[src/rtl/uart_pkg.sv]
// uart_pkg: shared UART types, board constants and bit-timing helper
package uart_pkg;
  typedef enum logic [2:0] {IDLE, START, DATA, STOP, BREAK} rx_state_t;
  localparam int UART_CLK_HZ = 12000000;
  localparam int UART_BAUD = 9600;
  function automatic int cpb(input int clk_hz, input int baud);
    return clk_hz / baud;
  endfunction
endpackage

[src/rtl/uart_rx_8n1_if.sv]
// uart_rx_8n1_if: received-byte valid/ready handshake plus error pulses
interface uart_rx_8n1_if;
  import uart_pkg::*;
  logic [7:0] rxbyte;
  logic rxvalid;
  logic rxready;
  logic rxerr;
  logic rxovr;
  modport master (output rxbyte, rxvalid, rxerr, rxovr, input rxready);
  modport slave (input rxbyte, rxvalid, rxerr, rxovr, output rxready);
endinterface

[src/rtl/uart_sync2.sv]
// uart_sync2: two-flop synchronizer for an asynchronous input, reset to RST_VAL
module uart_sync2 #(
  parameter logic RST_VAL = 1'b1
) (
  input  logic clk,
  input  logic rst,
  input  logic i_d,
  output logic o_q
);
  logic r_meta, r_q;
  always_ff @(posedge clk or posedge rst) begin
    if (rst) begin
      r_meta <= RST_VAL;
      r_q <= RST_VAL;
    end else begin
      r_meta <= i_d;
      r_q <= r_meta;
    end
  end
  assign o_q = r_q;
endmodule

[src/rtl/uart_rx_8n1.sv]
// uart_rx_8n1: 8N1 UART receiver with valid/ready output, framing-error and overrun pulses
module uart_rx_8n1 import uart_pkg::*; #(
  parameter int CLK_HZ = UART_CLK_HZ,
  parameter int BAUD = UART_BAUD,
  parameter int CPB = cpb(CLK_HZ, BAUD),
  parameter int HALF = CPB / 2
) (
  input logic hwclk,
  input logic rst,
  input logic ftdi_rx,
  uart_rx_8n1_if.master rx
);
  localparam logic [10:0] L_HALF_M1 = 11'(HALF - 1);
  localparam logic [10:0] L_CPB_M1 = 11'(CPB - 1);
  rx_state_t r_state, w_next;
  logic [10:0] r_cnt;
  logic [2:0] r_idx;
  logic [7:0] r_shift, r_byte;
  logic r_valid, r_err, r_ovr;
  logic w_rx, w_half, w_bit, w_xfer, w_deliver, w_ferr, w_load, w_clr;
  uart_sync2 #(.RST_VAL(1'b1)) u_sync (.clk(hwclk), .rst(rst), .i_d(ftdi_rx), .o_q(w_rx));
  always_comb begin
    w_half = r_cnt == L_HALF_M1;
    w_bit = r_cnt == L_CPB_M1;
    w_next = r_state;
    case (r_state)
      IDLE:    w_next = w_rx ? IDLE : START;
      START:   w_next = !w_half ? START : (w_rx ? IDLE : DATA);
      DATA:    w_next = (w_bit && r_idx == 3'd7) ? STOP : DATA;
      STOP:    w_next = !w_bit ? STOP : (w_rx ? IDLE : BREAK);
      BREAK:   w_next = w_rx ? IDLE : BREAK;
      default: w_next = IDLE;
    endcase
    w_deliver = r_state == STOP && w_bit && w_rx;
    w_ferr = r_state == STOP && w_bit && !w_rx;
    w_xfer = r_valid && rx.rxready;
    w_load = w_deliver && (!r_valid || w_xfer);
    // DATA re-arms the counter per bit without leaving the state
    w_clr = w_next != r_state || (r_state == DATA && w_bit);
  end
  always_ff @(posedge hwclk or posedge rst) begin
    if (rst) begin
      r_state <= IDLE;
      r_cnt <= '0;
      r_idx <= '0;
      r_shift <= '0;
      r_byte <= '0;
      r_valid <= 1'b0;
      r_err <= 1'b0;
      r_ovr <= 1'b0;
    end else begin
      r_state <= w_next;
      r_cnt <= w_clr ? '0 : r_cnt + 11'd1;
      r_idx <= r_state != DATA ? 3'd0 : r_idx + 3'(w_bit);
      if (r_state == DATA && w_bit) r_shift <= {w_rx, r_shift[7:1]};
      if (w_load) r_byte <= r_shift;
      r_valid <= w_load || (r_valid && !w_xfer);
      r_err <= w_ferr;
      r_ovr <= w_deliver && !w_load;
    end
  end
  assign rx.rxbyte = r_byte;
  assign rx.rxvalid = r_valid;
  assign rx.rxerr = r_err;
  assign rx.rxovr = r_ovr;
endmodule

[src/flat_wrapper.sv]
// flat-port wrapper written by rule: the top's interface ports become plain ports
module uart_rx_8n1_flat import uart_pkg::*;
#(
  parameter int CLK_HZ = UART_CLK_HZ,
  parameter int BAUD = UART_BAUD,
  parameter int CPB = cpb(CLK_HZ, BAUD),
  parameter int HALF = CPB / 2
)
  (hwclk, rst, ftdi_rx, rx_rxbyte, rx_rxvalid, rx_rxerr, rx_rxovr, rx_rxready);
  uart_rx_8n1_if rx_i ();
  input logic hwclk;
  input logic rst;
  input logic ftdi_rx;
  output wire logic [$bits(rx_i.rxbyte)-1:0] rx_rxbyte;
  output wire logic [$bits(rx_i.rxvalid)-1:0] rx_rxvalid;
  output wire logic [$bits(rx_i.rxerr)-1:0] rx_rxerr;
  output wire logic [$bits(rx_i.rxovr)-1:0] rx_rxovr;
  input wire logic [$bits(rx_i.rxready)-1:0] rx_rxready;
  assign rx_rxbyte = rx_i.rxbyte;
  assign rx_rxvalid = rx_i.rxvalid;
  assign rx_rxerr = rx_i.rxerr;
  assign rx_rxovr = rx_i.rxovr;
  assign rx_i.rxready = rx_rxready;
  uart_rx_8n1 #(.CLK_HZ(CLK_HZ), .BAUD(BAUD), .CPB(CPB), .HALF(HALF)) u_core (.hwclk(hwclk), .rst(rst), .ftdi_rx(ftdi_rx), .rx(rx_i));
endmodule
[config.mk]
export PLATFORM = sky130hd
export DESIGN_NAME = uart_rx_8n1_flat
export DESIGN_NICKNAME = d
export VERILOG_FILES = /design/src/rtl/uart_pkg.sv /design/src/rtl/uart_rx_8n1_if.sv /design/src/rtl/uart_sync2.sv /design/src/rtl/uart_rx_8n1.sv /design/src/flat_wrapper.sv
export SDC_FILE = /design/constraint.sdc
export NUM_CORES = 1
export LEC_CHECK = 0
export ABC_AREA = 1
export CAP_MARGIN = 5
export CORE_MARGIN = 3
export CORE_UTILIZATION = 35
export CTS_CLUSTER_SIZE = 28
export DETAILED_ROUTE_END_ITERATION = 10
export GPL_ROUTABILITY_DRIVEN = 0
export GPL_TIMING_DRIVEN = 0
export SYNTH_ARGS = -nofsm -noshare
export SYNTH_HDL_FRONTEND = slang
export SYNTH_SLANG_ARGS = --single-unit
[constraint.sdc]
create_clock -name hwclk -period 3.81 [get_ports hwclk]
set_input_delay 0.381 -clock hwclk [delete_from_list [all_inputs] [get_ports hwclk]]
set_output_delay 0.381 -clock hwclk [all_outputs]
set_load 0.01 [all_outputs]
-- Yosys cells after proc, flatten, opt, wreduce, memory -nomap -nowiden
Index checks and enable logic that the tools add are counted.
- add/subtract/negate cells: 2
- equality and inequality tests: 9
- multipliers: 0
- bitwise operators: 0
- mux-type cells: 9
- shifts and indexed selects: 0
- magnitude comparators: 0
- reduce and logical (&&, ||, !) cells: 17
- divide/modulo/power cells: 0
- operators with widths (kind ; count):
    $pmux 3 s5 ; 1
    $mux 3 ; 4
    $add 11x1->11 const B ; 1
    $eq 11x10->1 const B ; 1
    $eq 11x11->1 const B ; 1
    $mux 11 ; 1
    $logic_and 1x1->1 ; 9
    $eq 3x2->1 const B ; 2
    $eq 3x3->1 const B ; 2
    $logic_not 1->1 ; 4
    $add 3x1->3 ; 1
    $eq 3x1->1 const B ; 1
    $logic_not 3->1 ; 1
    $logic_or 1x1->1 ; 3
    $ne 3x2->1 const B ; 1
    $ne 3x3->1 ; 1
    $mux 1 ; 2
    $mux 2 ; 1
- input port bits: 4
- memories: 0
- memory bits (read-only): 0
- output and inout port bits: 11
- bits in latches: 0
- register bits: 38
- bits in writable memories: 0

-- Logic depth before layout (Yosys ltp)
Gate-level depths: netlist (run 1).
- depth in word-level cells: 7
- gate-level depth with buffers: 12
- gate-level depth less buffers: 12

-- Cells and area by module
Synthesis (run 1) repeated with hierarchy kept, for this count alone.
- cell total of the unflattened synthesis: 204
- area total of the unflattened synthesis: 1888.1 um^2
- by module, submodules not included (module ; instances ; cells an instance ; area each (um^2)):
    uart_rx_8n1 ; 1 ; 201 ; 1831.8
    uart_sync2 ; 1 ; 3 ; 56.3

-- Least setup slack after synthesis (run 1)
OpenSTA, ideal clock, no wires.
- path kind: reg-to-reg
- start point: register u_core.r_cnt[0]
- end point: register u_core.r_idx[2]
- stages on the path, launching flop included: 12
- arrival time: 1505 ps
- path slack: 2185 ps
- setup time: 120 ps
- required time: 3690 ps
- buffers on the path: 0
- path through: dfrtp_1 > ha_1 > nand2_1 > inv_1 > nand2_1 > nor2_1 > nand2_1 > inv_1 > ha_1 > ha_1 > xnor2_1 > nor2_1
- cells in the longest elaborated chain, start to end: 3
- RTL lines (what ; line ; text):
    from (decl) ; uart_rx_8n1.sv:16 ; logic [10:0] r_cnt;
    from (signal assigned) ; uart_rx_8n1.sv:53 ; r_cnt <= w_clr ? '0 : r_cnt + 11'd1;
    $eq 11x11->1 ; uart_rx_8n1.sv:24 ; w_bit = r_cnt == L_CPB_M1;
    $add 3x1->3 ; uart_rx_8n1.sv:54 ; r_idx <= r_state != DATA ? 3'd0 : r_idx + 3'(w_bit);
    $mux 3 ; uart_rx_8n1.sv:54 ;
    to (signal assigned) ; uart_rx_8n1.sv:54 ;
    to (decl) ; uart_rx_8n1.sv:17 ; logic [2:0] r_idx;
No other way between the ends.
A chain may end at the register's enable or synchronous reset.

-- Final worst setup path (run 1)
- start point: register u_core.r_cnt[1]
- end point: register u_core.r_byte[1], in the netlist u_core.rx.rxbyte[1]
- cells in the longest elaborated chain, start to end: 4
- RTL lines (what ; line ; text):
    $eq 11x11->1 ; uart_rx_8n1.sv:24 ;
    $logic_and 1x1->1 (2 in series) ; uart_rx_8n1.sv:34 ; w_deliver = r_state == STOP && w_bit && w_rx;
    $logic_and 1x1->1 ; uart_rx_8n1.sv:37 ; w_load = w_deliver && (!r_valid || w_xfer);
    to (signal assigned) ; uart_rx_8n1.sv:56 ; if (w_load) r_byte <= r_shift;
    to (decl) ; uart_rx_8n1.sv:18 ; logic [7:0] r_shift, r_byte;
No other way between the ends.

==> impl_metrics.csv, run 1 <==
group,metric,value,unit
route,drt-pass1-iter-count,4,
run,maxCapViolCount,0,
global_route,track_usage,11.5,%
placed_design,portBuffers,14,
route,routedWlPerCell,10.3,um
placed_design,dp.cells,289,
die,die_w,79.0,um
power,sw_frac_of_total,21.9,%
timing,finalWorstPathRequiredPeriod,1.80,ns
route,drtIter0Drc,72,
final_layout,layout-drive-gt1-share,20.0,%
power,p_leak,1.01,nW
die,io_pins,15,
route,drcViolationCount,0,
logic_synthesis,synthDominantCellAreaShare,48.3,%
cts,cts_htree_levels,2,
final_layout,final_area,0.00219,sq mm
logic_synthesis,ys_ff_latch,38,
status,outcome,"complete, no violations",
logic_synthesis,synth_top_area_cell,"dfrtp_1",
critical_path,crit_chain,"inv_1, ha_1, nand2_1, inv_1, nand2_1, nor2_1, nand2_1, nor2_2, nand3_2, buf_6, nand2_1, o21ai_2",
critical_path,cp_slowest_cell,"dfrtp_1",
power,finalPower,708,uW
final_layout,stdcell_count,297,
cts,post-cts-setup-buffers,0,
timing,relSlewSlack,49.8,%
logic_synthesis,synth_cells,208,
timing,setup_viol,0,
power,power.density,324,mW/mm^2
critical_path,cp-end-kind,"flip-flop",
placed_design,place_ws,2.00,ns
final_layout,area_growth,17.1,%
global_route,grt_remaining_overflow,0,
timing,clock_skew,0.00571,ns
die,core-area,0.00494,sq mm
min_path,hold_path.startpoint,"u_core.u_sync.r_meta",
route,via_per_inst,4.44,
power,pwr-share-comb,1.6,%
critical_path,cp-startpoint,"u_core.r_cnt[1]",
critical_path,slowest_delay,0.40,ns
cts,tritoncts,"done",
global_route,antenna_found_initial,0,
timing,timing.final.ws_setup,2.01,ns
cts,clkSinkCount,38,
global_route,grt_max_degree,39,
timing,clock.fmax,557,MHz
route,vias,1320,
cts,numCtsBuffers,5,
cts,cts_root_buffer,"clkbuf_8",
global_route,grt_pass1_vias,1259,
logic_synthesis,ys_seq_area_share,51.1,%
placed_design,placed_cell_area,0.00209,sq mm
timing,worst_pin_slew,0.751,ns
power,power_frac_seq,57.3,%
timing,final-hold-violation-count,0,
critical_path,path_max_fanout,10,
critical_path,required,3.99,ns
cts,clock_latency,0.29,ns
cts,clkTransAtPathRegs,0.08,ns
logic_synthesis,yosys_warnings,0,
cts,cts_hold_buf,0,
timing,final-max-slew-violation-count,0,
final_layout,antenna_cells,0,
cts,ctsResizeCount,0,
final_layout,fin_util,44.2,%
power,peakVddDrop,0.000195,V
route,drtAntennaViolNets,0,
timing,hold_ws,0.358,ns
cts,cts_buffer_depth,2,
die,die_h,79.0,um
global_route,grt_pass1_wl,5600,um
logic_synthesis,synthesis.nets,217,
timing,tns,0,ns
power,p_clk_share,41.1,%
timing,finalCritPeriodShare,47.2,%
final_layout,fin_nets,238,
logic_synthesis,yosys.cell_types.count,27,
logic_synthesis,synth.avg_cell_area,8.97,sq um
logic_synthesis,synth_area,0.00187,sq mm
min_path,min_path_type,"reg2reg",
power,p_int,553,uW
die,std_cell_rows,25,
critical_path,timing.rr.start,"u_core.r_cnt[1]",
die,dieArea,0.00625,sq mm
critical_path,start_kind,"flip-flop",
route,drt_wl_total,3060,um
critical_path,path_class,"reg2reg",
final_layout,fillers,533,
die,start_util,37.8,%
critical_path,crit_top_cell,"nand2_1",
placed_design,hpwl,2250,um
logic_synthesis,synth_area_leaders,"dfrtp_1 (48%), nand2_1 (8.2%), inv_1 (6.4%)",
timing,grt_setup_unrepaired,"no",
critical_path,cp.arrival,1.98,ns
power,p_switching,155,uW
-- power by group through the flow --
stage / Combinational [mW] / Sequential, mW / Clock (mW)
floorplan: 0.00680 / 0.413 / 0
global placement: 0.0123 / 0.413 / 0
detailed placement: 0.0126 / 0.414 / 0
CTS: 0.0125 / 0.406 / 0.303
global route: 0.0137 / 0.406 / 0.319
finish: 0.0116 / 0.406 / 0.291
-- synthesized netlist by cell type --
library cell,instances
a31oi_1,1
nand3_2,1
xnor2_1,2
o21ai_0,9
nor2_4,1
ha_1,5
nand3b_1,1
nor3_2,2
nand2_2,3
buf_6,2
and3_1,1
nor3_1,3
nor3_4,1
nand2_1,41
xor2_1,7
a21oi_1,2
o21ai_2,8
inv_1,32
inv_2,3
buf_2,1
nor2_2,13
o21ai_1,1
nor2_1,17
nand3_1,7
dfstp_2,2
dfrtp_1,36
nand4_1,6
-- cells by family (layout without fill, tap and decap cells) --
| family | Yosys count | in the layout | synth area share [%] |
|---|---|---|---|
| AOI/OAI and AO/OA | 21 | 21 | 7.31 |
| xor gates and xnor gates | 9 | 9 | 4.22 |
| adders and majority gates | 5 | 5 | 3.35 |
| DFF | 38 | 38 | 51.1 |
| buffers and inverters | 38 | 60 | 8.51 |
| and+or+nand+nor | 97 | 97 | 25.5 |
-- sequential cells by signal, summed over array words and instances (netlist names) --
| name | flops |
|---|---|
| u_core.u_sync.r_meta | 1 |
| u_core.u_sync.o_q | 1 |
| u_core.r_cnt | 11 |
| u_core.r_shift | 8 |
| u_core.rx.rxovr | 1 |
| u_core.rx.rxerr | 1 |
| u_core.r_idx | 3 |
| u_core.rx.rxbyte | 8 |
| u_core.r_state | 3 |
| u_core.rx.rxvalid | 1 |
-- worst max-delay path, delay by kind of cell, from the launching register on --
family	cells	cell delay (ns)
AND/OR/NAND/NOR	7	0.76
buffers and inverters	3	0.34
AO/OA/AOI/OAI	1	0.05
adder cells (fa/ha/maj)	1	0.15
flip-flops	1	0.40
-- metal layers --
metal	routed length, um	global-route usage, %
met5	0	0
met4	67	5.33
met3	100	3.63
met2	1350	16.8
met1	1550	15.6
-- path summary, 6_finish.rpt --
kind	end	slack, ns	depth (start not counted)
min in group asynchronous	u_core.r_shift[5]	0.55	2
setup / recovery	u_core.rx.rxbyte[1]	2.01	12
max in group asynchronous	u_core.rx.rxerr	2.79	2
hold reg to reg	u_core.u_sync.o_q	0.36	0
hold / removal	u_core.u_sync.o_q	0.36	0
setup reg to reg	u_core.rx.rxbyte[1]	2.01	12
-- layout make-up --
type	count	area (sq um)	area share, %
clock buffer	6	82.6	3.78
clock inverter	2	12.5	0.572
tap	67	83.8	3.84
inverter	35	131	6.01
sequential	38	953	43.6
buffer	3	27.5	1.26
multi-input combinational	132	754	34.5
timing repair buffer	14	140	6.41
-- layout by cell type (no fill, tap or decap) --
cell type | synthesis | routed
inv_1 | 32 | 31
nor3_1 | 3 | 3
clkdlybuf4s50_1 | 0 | 14
clkinvlp_4 | 0 | 1
nand2_1 | 41 | 41
nor2_1 | 17 | 17
ha_1 | 5 | 5
xnor2_1 | 2 | 2
o21ai_2 | 8 | 8
a21oi_1 | 2 | 2
nor2_2 | 13 | 13
nor2_4 | 1 | 1
nor3_4 | 1 | 1
o21ai_0 | 9 | 9
clkinv_2 | 0 | 1
buf_2 | 1 | 1
nand2_2 | 3 | 3
nand3_2 | 1 | 1
a31oi_1 | 1 | 1
clkbuf_8 | 0 | 6
buf_6 | 2 | 2
inv_2 | 3 | 4
nand3b_1 | 1 | 1
nand3_1 | 7 | 7
xor2_1 | 7 | 7
dfstp_2 | 2 | 2
and3_1 | 1 | 1
nor3_2 | 2 | 2
o21ai_1 | 1 | 1
dfrtp_1 | 36 | 36
nand4_1 | 6 | 6
(Power assumes the default switching activity.)
==> run 2: changes to the inputs <==
==> constraint.sdc (replaced) <==
create_clock -name hwclk -period 1.7 [get_ports hwclk]
set_input_delay 0.17 -clock hwclk [delete_from_list [all_inputs] [get_ports hwclk]]
set_output_delay 0.17 -clock hwclk [all_outputs]
set_load 0.01 [all_outputs]
==> impl_metrics.csv, run 2 (synthesis results as in run 1) <==
group,metric,value,unit
route,drtIter0Drc,55,
timing,grt_setup_unrepaired,"yes",
route,routedWlPerCell,11.7,um
route,drt-pass1-iter-count,4,
cts,cts_root_buffer,"clkbuf_8",
critical_path,required,1.93,ns
final_layout,largest-register,"u_core.r_cnt",
cts,clock_latency,0.29,ns
timing,finalWorstPathRequiredPeriod,1.69,ns
placed_design,hpwl,2250,um
cts,cts_htree_levels,2,
timing,clock.fmax,591,MHz
route,via_per_inst,4.53,
final_layout,layout_common_cells,"dfrtp_1 (36), inv_1 (27), nand2_1 (27)",
route,drtAntennaViolNets,0,
cts,numCtsBuffers,5,
placed_design,portBuffers,14,
route,drt_wl_total,3570,um
power,peakVddDrop,0.000427,V
cts,clkSinkCount,38,
die,dieArea,0.00625,sq mm
status,outcome,"complete, no violations",
critical_path,cp.arrival,1.92,ns
final_layout,layout-drive-gt1-share,33.9,%
timing,finalCritPeriodShare,99.5,%
timing,worst_pin_slew,0.771,ns
critical_path,start_kind,"flip-flop",
die,core-area,0.00494,sq mm
cts,cts_buffer_depth,2,
die,die_w,79.0,um
final_layout,area_growth,34.5,%
route,drcViolationCount,0,
global_route,grt_pass1_wl,5950,um
cts,clkTransAtPathRegs,0.08,ns
run,maxCapViolCount,0,
die,std_cell_rows,25,
min_path,min_path_type,"in2reg",
global_route,grt_remaining_overflow,0,
critical_path,path_max_fanout,5,
cts,cts_hold_buf,0,
final_layout,mostFrequentLayoutCell,"dfrtp_1",
timing,clock_skew,0.00414,ns
die,io_pins,15,
final_layout,stdcell_count,306,
global_route,antenna_found_initial,0,
critical_path,path_class,"reg2reg",
timing,hold_ws,0.283,ns
placed_design,placed_cell_area,0.00209,sq mm
power,power.density,634,mW/mm^2
final_layout,final_area,0.00251,sq mm
power,finalPower,1.59,mW
die,start_util,37.8,%
timing,relSlewSlack,48.5,%
final_layout,antenna_cells,0,
final_layout,fin_nets,247,
placed_design,dp.cells,289,
critical_path,r2r_setup_slack,0.009,ns
timing,final-max-slew-violation-count,0,
route,vias,1387,
cts,tritoncts,"done",
timing,final-hold-violation-count,0,
timing,tns,0,ns
final_layout,largest_reg_flops,11,
timing,setup_viol,0,
power,p_leak,1.11,nW
critical_path,cp-end-kind,"flip-flop",
global_route,grt_pass1_vias,1338,
global_route,grt_max_degree,39,
global_route,track_usage,12.3,%
die,die_h,79.0,um
run 2: repair_timing:
item / in CTS / in global routing
gates cloned: 1 / 1
gates resized for setup: 17 / 47
pin swaps: 3 / 11
endpoints found under the setup margin: 18 / 29
buffers inserted: 7 / 1
run 2: stage by stage:
| stage | util [%] | worst slack (ns) |
|---|---|---|
| after floorplan | - | 0.0747 |
| after global placement | 42.3 | -0.142 |
| after detailed placement | 42.3 | -0.106 |
| after CTS | 47.0 | 0.0102 |
| after global routing | 50.8 | -0.0891 |
| final | 50.8 | 0.00853 |
run 2: worst paths after layout:
path	depth (start not counted)	endpoint	start
setup / recovery	11	u_core.r_cnt[8]	u_core.r_cnt[0]
hold / removal	1	u_core.u_sync.r_meta	ftdi_rx
setup reg to reg	11	u_core.r_cnt[8]	u_core.r_cnt[0]
hold reg to reg	0	u_core.u_sync.o_q	u_core.u_sync.r_meta
max in group asynchronous	2	u_core.rx.rxvalid	rst
min in group asynchronous	2	u_core.r_cnt[4]	rst
run 2: cell type report:
type	instances	area, sq um
Tap cell	67	83.8
Fill cell	494	2430
Multi-Input combinational cell	132	937
Clock inverter	2	12.5
Clock buffer	6	82.6
Timing Repair Buffer	23	264
Buffer	3	46.3
Sequential cell	38	953
Inverter	35	131
run 2: where the power goes:
| group | internal (mW) | total (mW) | switching [mW] |
|---|---|---|---|
| combinational | 0.00657 | 0.0263 | 0.0197 |
| clock | 0.326 | 0.656 | 0.330 |
| sequential | 0.907 | 0.910 | 0.00206 |
| total | 1.24 | 1.59 | 0.351 |
run 2: metal layers:
metal  global-route usage, %  part of all wire, %  up-vias
met5                       0                    0        -
met4                    5.33                  1.8        0
li1                        -                    -      713
met1                    16.0                   46      643
met2                    18.9                   49       24
met3                    3.63                  3.2        7
run 2: critical path, cell delays in order, from the launching register on:
cell and delay [ns]:
dfrtp_1 0.43, buf_6 0.15, inv_2 0.06, ha_4 0.12, nand2_1 0.05, nand3b_1 0.18
nand2_2 0.10, nand4_1 0.11, nand2_2 0.11, nand2_4 0.08, clkbuf_16 0.17, nor2_2 0.07
==> run 3: changes to the inputs <==
--- a/config.mk
+++ b/config.mk
@@ -8,11 +8,12 @@
 export ABC_AREA = 1
 export CAP_MARGIN = 5
 export CORE_MARGIN = 3
-export CORE_UTILIZATION = 35
+export CORE_UTILIZATION = 50
 export CTS_CLUSTER_SIZE = 28
 export DETAILED_ROUTE_END_ITERATION = 10
 export GPL_ROUTABILITY_DRIVEN = 0
 export GPL_TIMING_DRIVEN = 0
+export PLACE_DENSITY = 0.7
 export SYNTH_ARGS = -nofsm -noshare
 export SYNTH_HDL_FRONTEND = slang
 export SYNTH_SLANG_ARGS = --single-unit
==> impl_metrics.csv, run 3 (synthesis results as in run 1) <==
group,metric,value,unit
status,outcome,"complete, but fails checks",
status,violations,"negative setup slack",
power,peakVddDrop,0.000509,V
final_layout,area_growth,37.0,%
final_layout,fin_util,73.7,%
timing,tns,-0.115,ns
cts,clock_latency,0.29,ns
die,std_cell_rows,21,
route,m1WireLength,1520,um
route,top_layer_used,"met4",
route,drt_wl_total,3760,um
power,finalPower,1.88,mW
cts,clkTransAtPathRegs,0.08,ns
global_route,grt_pass1_vias,1436,
global_route,antenna_found_initial,0,
critical_path,timing.rr.start,"u_core.r_cnt[0]",
critical_path,crit_top_cell,"nand2_1",
timing,final-hold-violation-count,0,
critical_path,cp-end-kind,"flip-flop",
final_layout,antenna_cells,0,
critical_path,path_max_fanout,5,
final_layout,multi_input_area,940,sq um
placed_design,portBuffers,14,
critical_path,crit_family,"simple AND/OR/NAND/NOR gates",
cts,cts_htree_levels,2,
global_route,grt_max_degree,26,
route,dr_wl_met3,136,um
final_layout,ff_latch_area,953,sq um
final_layout,mostFrequentLayoutCell,"dfrtp_1",
global_route,grt_pass1_wl,6110,um
timing,relSlewSlack,60.4,%
power,p_leak,1.14,nW
placed_design,hpwl,2380,um
die,die_h,67.1,um
timing,worst_pin_slew,0.594,ns
final_layout,stdcell_count,286,
timing,finalWorstPathRequiredPeriod,1.73,ns
die,die_w,67.1,um
global_route,track_usage,18.5,%
route,drcViolationCount,0,
global_route,grt_remaining_overflow,0,
final_layout,fillers,231,
die,dieArea,0.00450,sq mm
cts,tritoncts,"done",
run,maxCapViolCount,0,
timing,setup_viol,7,
cts,cts_root_buffer,"clkbuf_8",
timing,hold_ws,0.244,ns
critical_path,rr_worst_depth,12,
final_layout,fin_nets,248,
die,core-area,0.00347,sq mm
critical_path,cp.arrival,1.90,ns
critical_path,reg2reg_to,"u_core.r_cnt[4]",
final_layout,largest_reg_flops,11,
timing,clock.fmax,578,MHz
cts,numCtsBuffers,5,
final_layout,final_area,0.00256,sq mm
min_path,min_path_type,"in2async",
final_layout,largest-register,"u_core.r_cnt",
placed_design,place_ws,-0.0949,ns
critical_path,start_kind,"flip-flop",
critical_path,cp.buffers_inverters,4,
placed_design,dp.cells,269,
route,routedWlPerCell,13.1,um
cts,cts_buffer_depth,2,
cts,clkSinkCount,38,
timing,finalCritPeriodShare,102,%
die,io_pins,15,
route,drtIter0Drc,106,
critical_path,slowest_delay,0.42,ns
critical_path,path_class,"reg2reg",
route,dr_wl_met2,2050,um
timing,timing.final.ws_setup,-0.0293,ns
route,vias,1440,
timing,final-max-slew-violation-count,0,
route,via_per_inst,5.03,
final_layout,layout-drive-gt1-share,34.2,%
critical_path,r2r_setup_slack,-0.03,ns
power,power.density,736,mW/mm^2
timing,clock_skew,0.00819,ns
timing,grt_setup_unrepaired,"yes",
route,drtAntennaViolNets,0,
route,drt-pass1-iter-count,4,
final_layout,layout_common_cells,"dfrtp_1 (36), nand2_1 (29), inv_1 (28)",
critical_path,cp_slowest_cell,"dfrtp_1",
critical_path,crit_chain,"buf_6, inv_2, ha_2, nand2_1, nand3b_1, nand2_2, nand2_1, inv_1, nand2_1, nand2_2, clkbuf_16, nor2_4",
die,start_util,53.8,%
critical_path,required,1.87,ns
placed_design,placed_cell_area,0.00209,sq mm
[run 3: cell types whose count changed in the layout (fill, tap and decap cells not counted), sizes merged]
cell	delta
clkbuf	+1
clkinv	-1
clkinvlp	-1
bufinv	+2
[run 3: worst max path at each step]
stage | startpoint | endpoint | slack (ns) | depth (start not counted)
global placement | rst | u_core.r_state[0] | -0.06 | 2
CTS | u_core.r_cnt[1] | u_core.rx.rxbyte[0] | -0.02 | 12
global route | u_core.r_cnt[4] | u_core.r_cnt[4] | -0.14 | 11
detailed placement | u_core.r_cnt[0] | u_core.r_idx[2] | -0.09 | 11
finish | u_core.r_cnt[0] | u_core.r_cnt[4] | -0.03 | 12
floorplan | u_core.r_cnt[0] | u_core.r_idx[2] | 0.07 | 11
[run 3: final cells by class]
class                      count  share of cell area, %
sequential                    38                   37.3
multi-input combinational    132                   36.7
timing repair buffer          24                   11.2
inverter                      35                   5.14
clock buffer                   6                   3.23
clock inverter                 2                   2.35
tap                           46                   2.25
buffer                         3                   1.81
[run 3: repair_timing]
item                                    CTS  global route
gates resized for setup                   5            54
hold buffers                              0             0
buffers inserted                          2             5
gates cloned                              0             2
hold endpoints to repair                  0             0
pin swaps                                 3            11
endpoints found under the setup margin   21            29
[run 3: worst reg2reg max path, stage by stage (launching register included)]
cell and delay (ns):
dfrtp_1 0.42, buf_6 0.14, inv_2 0.04, ha_2 0.17
nand2_1 0.06, nand3b_1 0.19, nand2_2 0.11, nand2_1 0.05
inv_1 0.04, nand2_1 0.06, nand2_2 0.13, clkbuf_16 0.18
nor2_4 0.03
[run 3: where the power goes]
group	total [mW]	switching, mW	internal (mW)
Combinational	0.0343	0.0214	0.0129
Clock	0.938	0.312	0.626
Sequential	0.910	0.00186	0.908
Total	1.88	0.335	1.55
[run 3: layer usage]
layer	global-route usage, %	vias up
met4	7.34	0
li1	-	707
met2	33.9	33
met3	5.73	4
met5	0	-
met1	19.5	696
